File: src/rtl/fetch_stage.sv
// Instruction-fetch stage: owns the PC, captures inst_mem output into IF/ID,
// and handles stall, branch redirect and a sticky halt on a misaligned redirect.
module fetch_stage #(
  parameter logic [31:0] RESET_PC   = 32'h0000_0000,
  parameter int unsigned IMEM_BYTES = 32,
  parameter logic [31:0] NOP_INST   = 32'h0000_0013
) (
  input  logic        clk,
  input  logic        rst_n,
  output logic [31:0] pc_out,
  input  logic [31:0] inst,
  input  logic        stall,
  input  logic        branch_taken,
  input  logic [31:0] branch_target,
  output logic        if_id_valid,
  output logic [31:0] if_id_inst,
  output logic [31:0] if_id_pc,
  output logic [31:0] if_id_pc_plus4,
  output logic [31:0] fetch_count,
  output logic        misalign_err
);

  // Keeps only the log2(IMEM_BYTES) low address bits so every PC wraps.
  localparam logic [31:0] ADDR_MASK = IMEM_BYTES - 1;

  typedef enum logic [1:0] {BOOT, RUN, HALT} state_t;

  state_t      state_reg;
  logic        redirect;
  logic        target_aligned;
  logic [31:0] pc_seq;
  logic [31:0] pc_target;

  // A redirect only means something when IF/ID holds a real instruction.
  assign redirect       = branch_taken & if_id_valid;
  assign target_aligned = (branch_target[1:0] == 2'b00);
  assign pc_seq         = (pc_out + 32'd4) & ADDR_MASK;
  assign pc_target      = branch_target & ADDR_MASK;

  always_ff @(posedge clk or negedge rst_n) begin
    if (!rst_n) begin
      state_reg      <= BOOT;
      pc_out         <= RESET_PC & ADDR_MASK;
      if_id_valid    <= 1'b0;
      if_id_inst     <= NOP_INST;
      if_id_pc       <= 32'd0;
      if_id_pc_plus4 <= 32'd4;
      fetch_count    <= 32'd0;
      misalign_err   <= 1'b0;
    end else begin
      case (state_reg)
        BOOT: state_reg <= RUN;
        RUN: begin
          if (redirect) begin
            if_id_valid <= 1'b0;
            if_id_inst  <= NOP_INST;
            if (!target_aligned) begin
              state_reg    <= HALT;
              misalign_err <= 1'b1;
            end else begin
              pc_out <= pc_target;
            end
          end else if (!stall) begin
            if_id_inst     <= inst;
            if_id_pc       <= pc_out;
            if_id_pc_plus4 <= pc_seq;
            if_id_valid    <= 1'b1;
            pc_out         <= pc_seq;
            fetch_count    <= fetch_count + 32'd1;
          end
        end
        HALT: state_reg <= HALT;
        default: state_reg <= HALT;
      endcase
    end
  end

endmodule

File: config.mk
export PLATFORM = sky130hd
export DESIGN_NAME = fetch_stage
export DESIGN_NICKNAME = d
export VERILOG_FILES = /design/src/rtl/fetch_stage.sv
export SDC_FILE = /design/constraint.sdc
export NUM_CORES = 1
export LEC_CHECK = 0
export ABC_CLOCK_PERIOD_IN_PS = 1900
export CORE_UTILIZATION = 39
export DETAILED_ROUTE_END_ITERATION = 8
export MAX_ROUTING_LAYER = met4
export PLACE_DENSITY = 0.81
export SYNTH_ARGS = -nofsm -noshare
export SYNTH_HDL_FRONTEND = slang
export SYNTH_SLANG_ARGS = --single-unit
File: constraint.sdc
create_clock -name clk -period 1.9 [get_ports clk]
set_input_delay 0.38 -clock clk [delete_from_list [all_inputs] [get_ports clk]]
set_output_delay 0.38 -clock clk [all_outputs]
set_load 0.02 [all_outputs]
* Word-level counts from Yosys, hierarchy flattened
Cells that the tools add are included.
** Cells by class
- Add/sub/neg operators :: 2
- Reduce and logical (&&, ||, !) cells :: 7
- $lt $le $gt $ge :: 0
- Bitwise operators :: 4
- Multiply operators :: 0
- Equal/unequal tests :: 5
- Shifts and indexed selects :: 0
- Multiplexer cells :: 10
- Divide/modulo/power cells :: 0
** Operators with widths (count)
- 32-bit two-way mux :: 5
- 32-bit by 1-bit adder with 32-bit output, second input constant :: 1
- 3-bit AND reduction :: 3
- 5-bit by 3-bit adder with 5-bit output, second input constant :: 1
- 2-bit logical NOT :: 2
- 2-bit two-way mux :: 2
- 2-bit by 1-bit inequality test with 1-bit output, second input constant :: 2
- 2-bit inequality test, second input constant :: 2
- 2-bit one-hot mux with 2 select lines :: 1
- 2-bit AND reduction :: 2
- 1-bit NOT :: 3
- 2-bit by 1-bit == test with 1-bit output, second input constant :: 1
- 1-bit two-way mux :: 2
- 1-bit bitwise AND :: 1
** Storage, ports and cells
- Output and inout bits :: 162
- Bits in latches :: 0
- RAM bits :: 0
- ROM bits :: 0
- Logic and storage cells :: 36
- Memories kept :: 0
- Bits of input ports :: 68
- Register bits after elaboration :: 137

* Longest topological paths before layout
- Depth after elaboration :: 4
- Mapped depth :: 6
- Mapped depth without buffers :: 5

* Worst setup path after synthesis
No wires, ideal clock.
- Path type :: reg-to-reg
- Start :: reg fetch_count[0]
- End :: reg fetch_count[26]
- Data required time :: 1820 ps
- Setup time :: 80 ps
- Path slack :: 239 ps
- Buffers on the path :: 1
- Clock period less this slack :: 1661 ps
- Cell stages (with the launch flop) :: 6
- Data arrival time :: 1581 ps
- Path through :: dfrtp_1 -> ha_1 -> nand4_1 -> buf_1 -> nor4_2 -> xor2_1
** Between the ends
- Word-level cells in the longest chain between the ends :: 1
** RTL lines
- start, declared :: RTL line 19 : output logic [31:0] fetch_count,
- start signal, assigned :: RTL line 69 : fetch_count <= fetch_count + 32'd1;
- 32-bit by 1-bit adder with 32-bit output :: RTL line 69
Every way passes these cells.
A chain may end at the register's enable or synchronous reset.

* Final worst setup path
- Start :: reg fetch_count[3]
- End :: out fetch_count[3]
No word-level cell between the ends.

==> impl_results.html <==
<table>
<tr><th>Metric</th><th>Value</th></tr>
<tr><th colspan="2">GRT</th></tr>
<tr><td>Number of antenna violations at the first check in global routing</td><td>0</td></tr>
<tr><td>Global-route wire length before repair</td><td>14200 microns</td></tr>
<tr><td>Total routing resource utilization after global routing</td><td>roughly 17%</td></tr>
<tr><td>Gr ovfl total</td><td>0</td></tr>
<tr><td>Via count of the first global-routing pass</td><td>2903</td></tr>
<tr><td>Maximum number of pins on one net before global-route repair</td><td>36</td></tr>
<tr><th colspan="2">Clocking</th></tr>
<tr><td>Clock input transition at the sequential cells of the worst setup and hold paths</td><td>about 80 ps</td></tr>
<tr><td>Worst skew pair latency</td><td>360 ps</td></tr>
<tr><td>CTS tree</td><td>done</td></tr>
<tr><td>Number of clock sinks seen by CTS</td><td>between 80 and 90</td></tr>
<tr><td>Number of buffers on the longest clock path</td><td>2</td></tr>
<tr><td>Clock root buffer</td><td>sky130_fd_sc_hd__clkbuf_8</td></tr>
<tr><td>H-Tree Depth</td><td>3</td></tr>
<tr><td>Number of buffers created by CTS</td><td>9</td></tr>
<tr><td>Number of buffers inserted to repair setup after CTS</td><td>0</td></tr>
<tr><th colspan="2">Pwr</th></tr>
<tr><td>Power density of the placed cells</td><td>597 nW/um^2</td></tr>
<tr><td>VDD IR-drop max</td><td>0.285 mV</td></tr>
<tr><td>Static power due to leakage</td><td>2.73 nW</td></tr>
<tr><td>Final Total Pwr</td><td>about 3.3 mW</td></tr>
<tr><th colspan="2">Yosys</th></tr>
<tr><td>Mean cell area of the mapped netlist</td><td>11.1 sq um</td></tr>
<tr><td>Sequential cell area fraction in the yosys report</td><td>about half</td></tr>
<tr><td>Number of synthesized register bits</td><td>approximately 80</td></tr>
<tr><td>Leading register cell type out of synthesis</td><td>sky130_fd_sc_hd__dfrtp_1</td></tr>
<tr><td>Library cell occupying the most area in the post-synthesis netlist</td><td>sky130_fd_sc_hd__dfrtp_1</td></tr>
<tr><td>Synthesized instance count</td><td>372</td></tr>
<tr><td>Synth top area cells</td><td>sky130_fd_sc_hd__dfrtp_1 47%, sky130_fd_sc_hd__buf_4 16%, sky130_fd_sc_hd__a22o_1 6.1%</td></tr>
<tr><td>Count of flip-flops with a built-in enable after synthesis</td><td>0</td></tr>
<tr><td>Ys async rst share</td><td>100%</td></tr>
<tr><td>Area share of the largest cell type after synthesis</td><td>46.5%</td></tr>
<tr><td>Number of distinct library cells after synthesis</td><td>around 40</td></tr>
<tr><td>Synth Warn #</td><td>0</td></tr>
<tr><td>Summed instance area of the synthesized netlist</td><td>4140 sq um</td></tr>
<tr><th colspan="2">STA</th></tr>
<tr><td>RSZ-0062 raised after global routing</td><td>false</td></tr>
<tr><td>Number of hold-slack violations in the final timing report</td><td>0</td></tr>
<tr><td>Pins Over Slew Limit</td><td>0</td></tr>
<tr><td>Layout Skew</td><td>14.0 ps</td></tr>
<tr><td># setup viols final</td><td>0</td></tr>
<tr><td>Share of the cycle needed by the critical path after routing</td><td>96.6%</td></tr>
<tr><td>Highest attainable clock frequency</td><td>0.545 GHz</td></tr>
<tr><td>Final critical-path setup slack</td><td>around 65 ps</td></tr>
<tr><td>Time the final worst path needs with I/O delays and setup</td><td>1830 ps</td></tr>
<tr><th colspan="2">Worst setup path</th></tr>
<tr><td>Slowest stage cell, crit path</td><td>sky130_fd_sc_hd__clkdlybuf4s50_1</td></tr>
<tr><td>Sequence of cells on the critical path</td><td>clkdlybuf4s50_1</td></tr>
<tr><td>Startpoint kind of the worst setup timing path</td><td>flop</td></tr>
<tr><td>Reg-to-reg setup timing slack</td><td>250 ps</td></tr>
<tr><td>Delay-heaviest family, CP</td><td>buffers and inverters</td></tr>
<tr><td>Worst setup EP type</td><td>primary output</td></tr>
<tr><td>Buf+Inv Stages, Crit Path</td><td>1</td></tr>
<tr><td>Maximum fanout along the worst path</td><td>6</td></tr>
<tr><td>Arrival time worst endpoint</td><td>1450 ps</td></tr>
<tr><td>Startpoint-to-endpoint class of the critical path</td><td>reg -&gt; out</td></tr>
<tr><td>CP max stage delay</td><td>about 660 ps</td></tr>
<tr><td>Required time of the critical path</td><td>1520 ps</td></tr>
<tr><th colspan="2">Cells and area</th></tr>
<tr><td>Synth-to-layout area growth</td><td>33.9%</td></tr>
<tr><td>Most common cell after layout, fill and taps aside</td><td>sky130_fd_sc_hd__clkdlybuf4s50_1</td></tr>
<tr><td>Fraction of layout instances using a drive strength above 1</td><td>~13%</td></tr>
<tr><td>Commonest non-fill, non-tap cells in the layout</td><td>114 x sky130_fd_sc_hd__clkdlybuf4s50_1, 81 x sky130_fd_sc_hd__conb_1, 77 x sky130_fd_sc_hd__dfrtp_1, 36 x sky130_fd_sc_hd__nand2_1, 29 x sky130_fd_sc_hd__a22o_1</td></tr>
<tr><td>Biggest registers after layout</td><td>fetch_count (32), if_id_inst (32)</td></tr>
<tr><td>Area of all sequential standard cells</td><td>~2000 sq um</td></tr>
<tr><td>Filler cells</td><td>903</td></tr>
<tr><td>Fin util</td><td>53.7%</td></tr>
<tr><td>Nets</td><td>approximately 580</td></tr>
<tr><td>Antenna diode count</td><td>0</td></tr>
<tr><td>Area occupied by multi-input gates</td><td>around 1700 sq um</td></tr>
<tr><th colspan="2">Route</th></tr>
<tr><td>Routed wire length</td><td>8700 microns</td></tr>
<tr><td>Post-detailed-route DRC marker count</td><td>0</td></tr>
<tr><td>Number of detailed-route iterations in the first pass</td><td>4</td></tr>
<tr><td>Total vias in the final route</td><td>2994</td></tr>
<tr><td>Avg Vias per Cell</td><td>4.63</td></tr>
<tr><td>Post-route ant nets</td><td>0</td></tr>
<tr><td>Drt initial violations</td><td>87</td></tr>
<tr><td>Average routed wire per standard cell</td><td>about 13 microns</td></tr>
<tr><th colspan="2">Floorplanning</th></tr>
<tr><td>Standard cell core area</td><td>between 10000 and 15000 sq um</td></tr>
<tr><td>Horiz. Die Dim</td><td>around 110 microns</td></tr>
<tr><td>Chip height</td><td>105 microns</td></tr>
<tr><td>Floorplan row count</td><td>37</td></tr>
<tr><td>I/O pin count</td><td>230</td></tr>
<tr><td>Die Area</td><td>roughly 11000 sq um</td></tr>
<tr><td>Effective utilization at floorplan</td><td>40.1%</td></tr>
<tr><th colspan="2">Placement</th></tr>
<tr><td>Number of buffers added on ports</td><td>121</td></tr>
<tr><td>Dpl hpwl</td><td>6550 microns</td></tr>
<tr><td>Worst setup timing slack at the placement stage</td><td>-199 ps</td></tr>
<tr><td>Final weighted congestion in routability-driven placement</td><td>0.837</td></tr>
<tr><th colspan="2">Min path</th></tr>
<tr><td>HP Class</td><td>reg -&gt; reg</td></tr>
<tr><th colspan="2">Status</th></tr>
<tr><td>Run status</td><td>finished, final reports clean</td></tr>
<tr><th colspan="2">Flow run</th></tr>
<tr><td># Max-Cap Violations</td><td>0</td></tr>
</table>
## cells in the mapped netlist (3+ instances only)
cell	instances
sky130_fd_sc_hd__buf_4	87
sky130_fd_sc_hd__dfrtp_1	77
sky130_fd_sc_hd__nand2_1	36
sky130_fd_sc_hd__a22o_1	29
sky130_fd_sc_hd__xor2_1	23
sky130_fd_sc_hd__nor4_2	13
sky130_fd_sc_hd__buf_2	10
sky130_fd_sc_hd__nand3_1	10
sky130_fd_sc_hd__xnor2_1	9
sky130_fd_sc_hd__nand4_1	8
sky130_fd_sc_hd__and4_1	6
sky130_fd_sc_hd__nor2_1	6
sky130_fd_sc_hd__a21oi_1	5
sky130_fd_sc_hd__inv_1	5
sky130_fd_sc_hd__nor3_1	5
sky130_fd_sc_hd__dfstp_2	4
sky130_fd_sc_hd__o22a_1	4
sky130_fd_sc_hd__and2_1	3
sky130_fd_sc_hd__and3_1	3
sky130_fd_sc_hd__clkbuf_1	3
## timing repair
action                                  in CTS  in global routing
resized for setup                            1                  5
endpoints found under the setup margin       1                  5
hold endpoints to repair                    30                  0
hold buffers                                 1                  0
## power breakdown
| part | switching (mW) | leakage, nW | internal (mW) |
|---|---|---|---|
| Sequential | 0.00457 | 1.09 | 1.73 |
| Clock | 0.658 | 0.100 | 0.618 |
| Combinational | 0.203 | 1.53 | 0.0947 |
## per-stage QoR
step / setup TNS [ps] / hold slack, ps / cells / area (sq um)
detailed placement: -7080 / 372 / 630 / 5320
global route: 0 / 512 / 647 / 5550
finish: 0 / 488 / 647 / 5550
CTS: 0 / 492 / 647 / 5530
global placement: -4950 / 375 / 630 / 5320
floorplan: 0 / 84.4 / 452 / 4440
## area by class of cell
class / count / area share (%)
clock buffer: 9 / 2.23
clock inverter: 7 / 1.40
inverter: 5 / 0.338
multi-input combinational: 263 / 29.8
sequential: 81 / 36.6
tap: 136 / 3.07
timing repair buffer: 146 / 26.6
## cell families (layout without fill, tap and decap cells)
group | after synthesis | in the layout | synth area share [%]
AOI/OAI and AO/OA | 46 | 46 | 9.09
xor gates and xnor gates | 32 | 32 | 6.77
adders and majority gates | 2 | 2 | 0.604
buffers and inverters | 108 | 167 | 18.3
DFF | 81 | 81 | 49.0
muxes | 1 | 1 | 0.242
other | 1 | 81 | 0.0905
and+or+nand+nor | 101 | 101 | 15.8
## final timing paths
check                                     start           endpoint  depth (start not counted)
worst max-delay path             fetch_count[3]     fetch_count[3]                          1
worst min-delay path            fetch_count[28]    fetch_count[28]                          1
worst max register to register      if_id_valid          pc_out[2]                          5
worst min register to register  fetch_count[28]    fetch_count[28]                          1
max in group asynchronous                 rst_n  if_id_pc_plus4[2]                          3
min in group asynchronous                 rst_n  if_id_pc_plus4[1]                          2
## worst reg2reg max path, delay by kind of cell (launching register included)
family | cells | cell delay, ps
simple gates | 1 | 220
buf+inv | 1 | 220
compound gates | 3 | 700
flops | 1 | 420
## routing by layer
metal / track usage (%) / share of wire [%] / routed length (microns)
met1: 19.2 / 42 / 3670
met2: 28.3 / 51 / 4430
met3: 4.05 / 5.6 / 483
met4: 6.94 / 1.4 / 120
met5: - / 0 / 0
(Power assumes the default switching activity.)
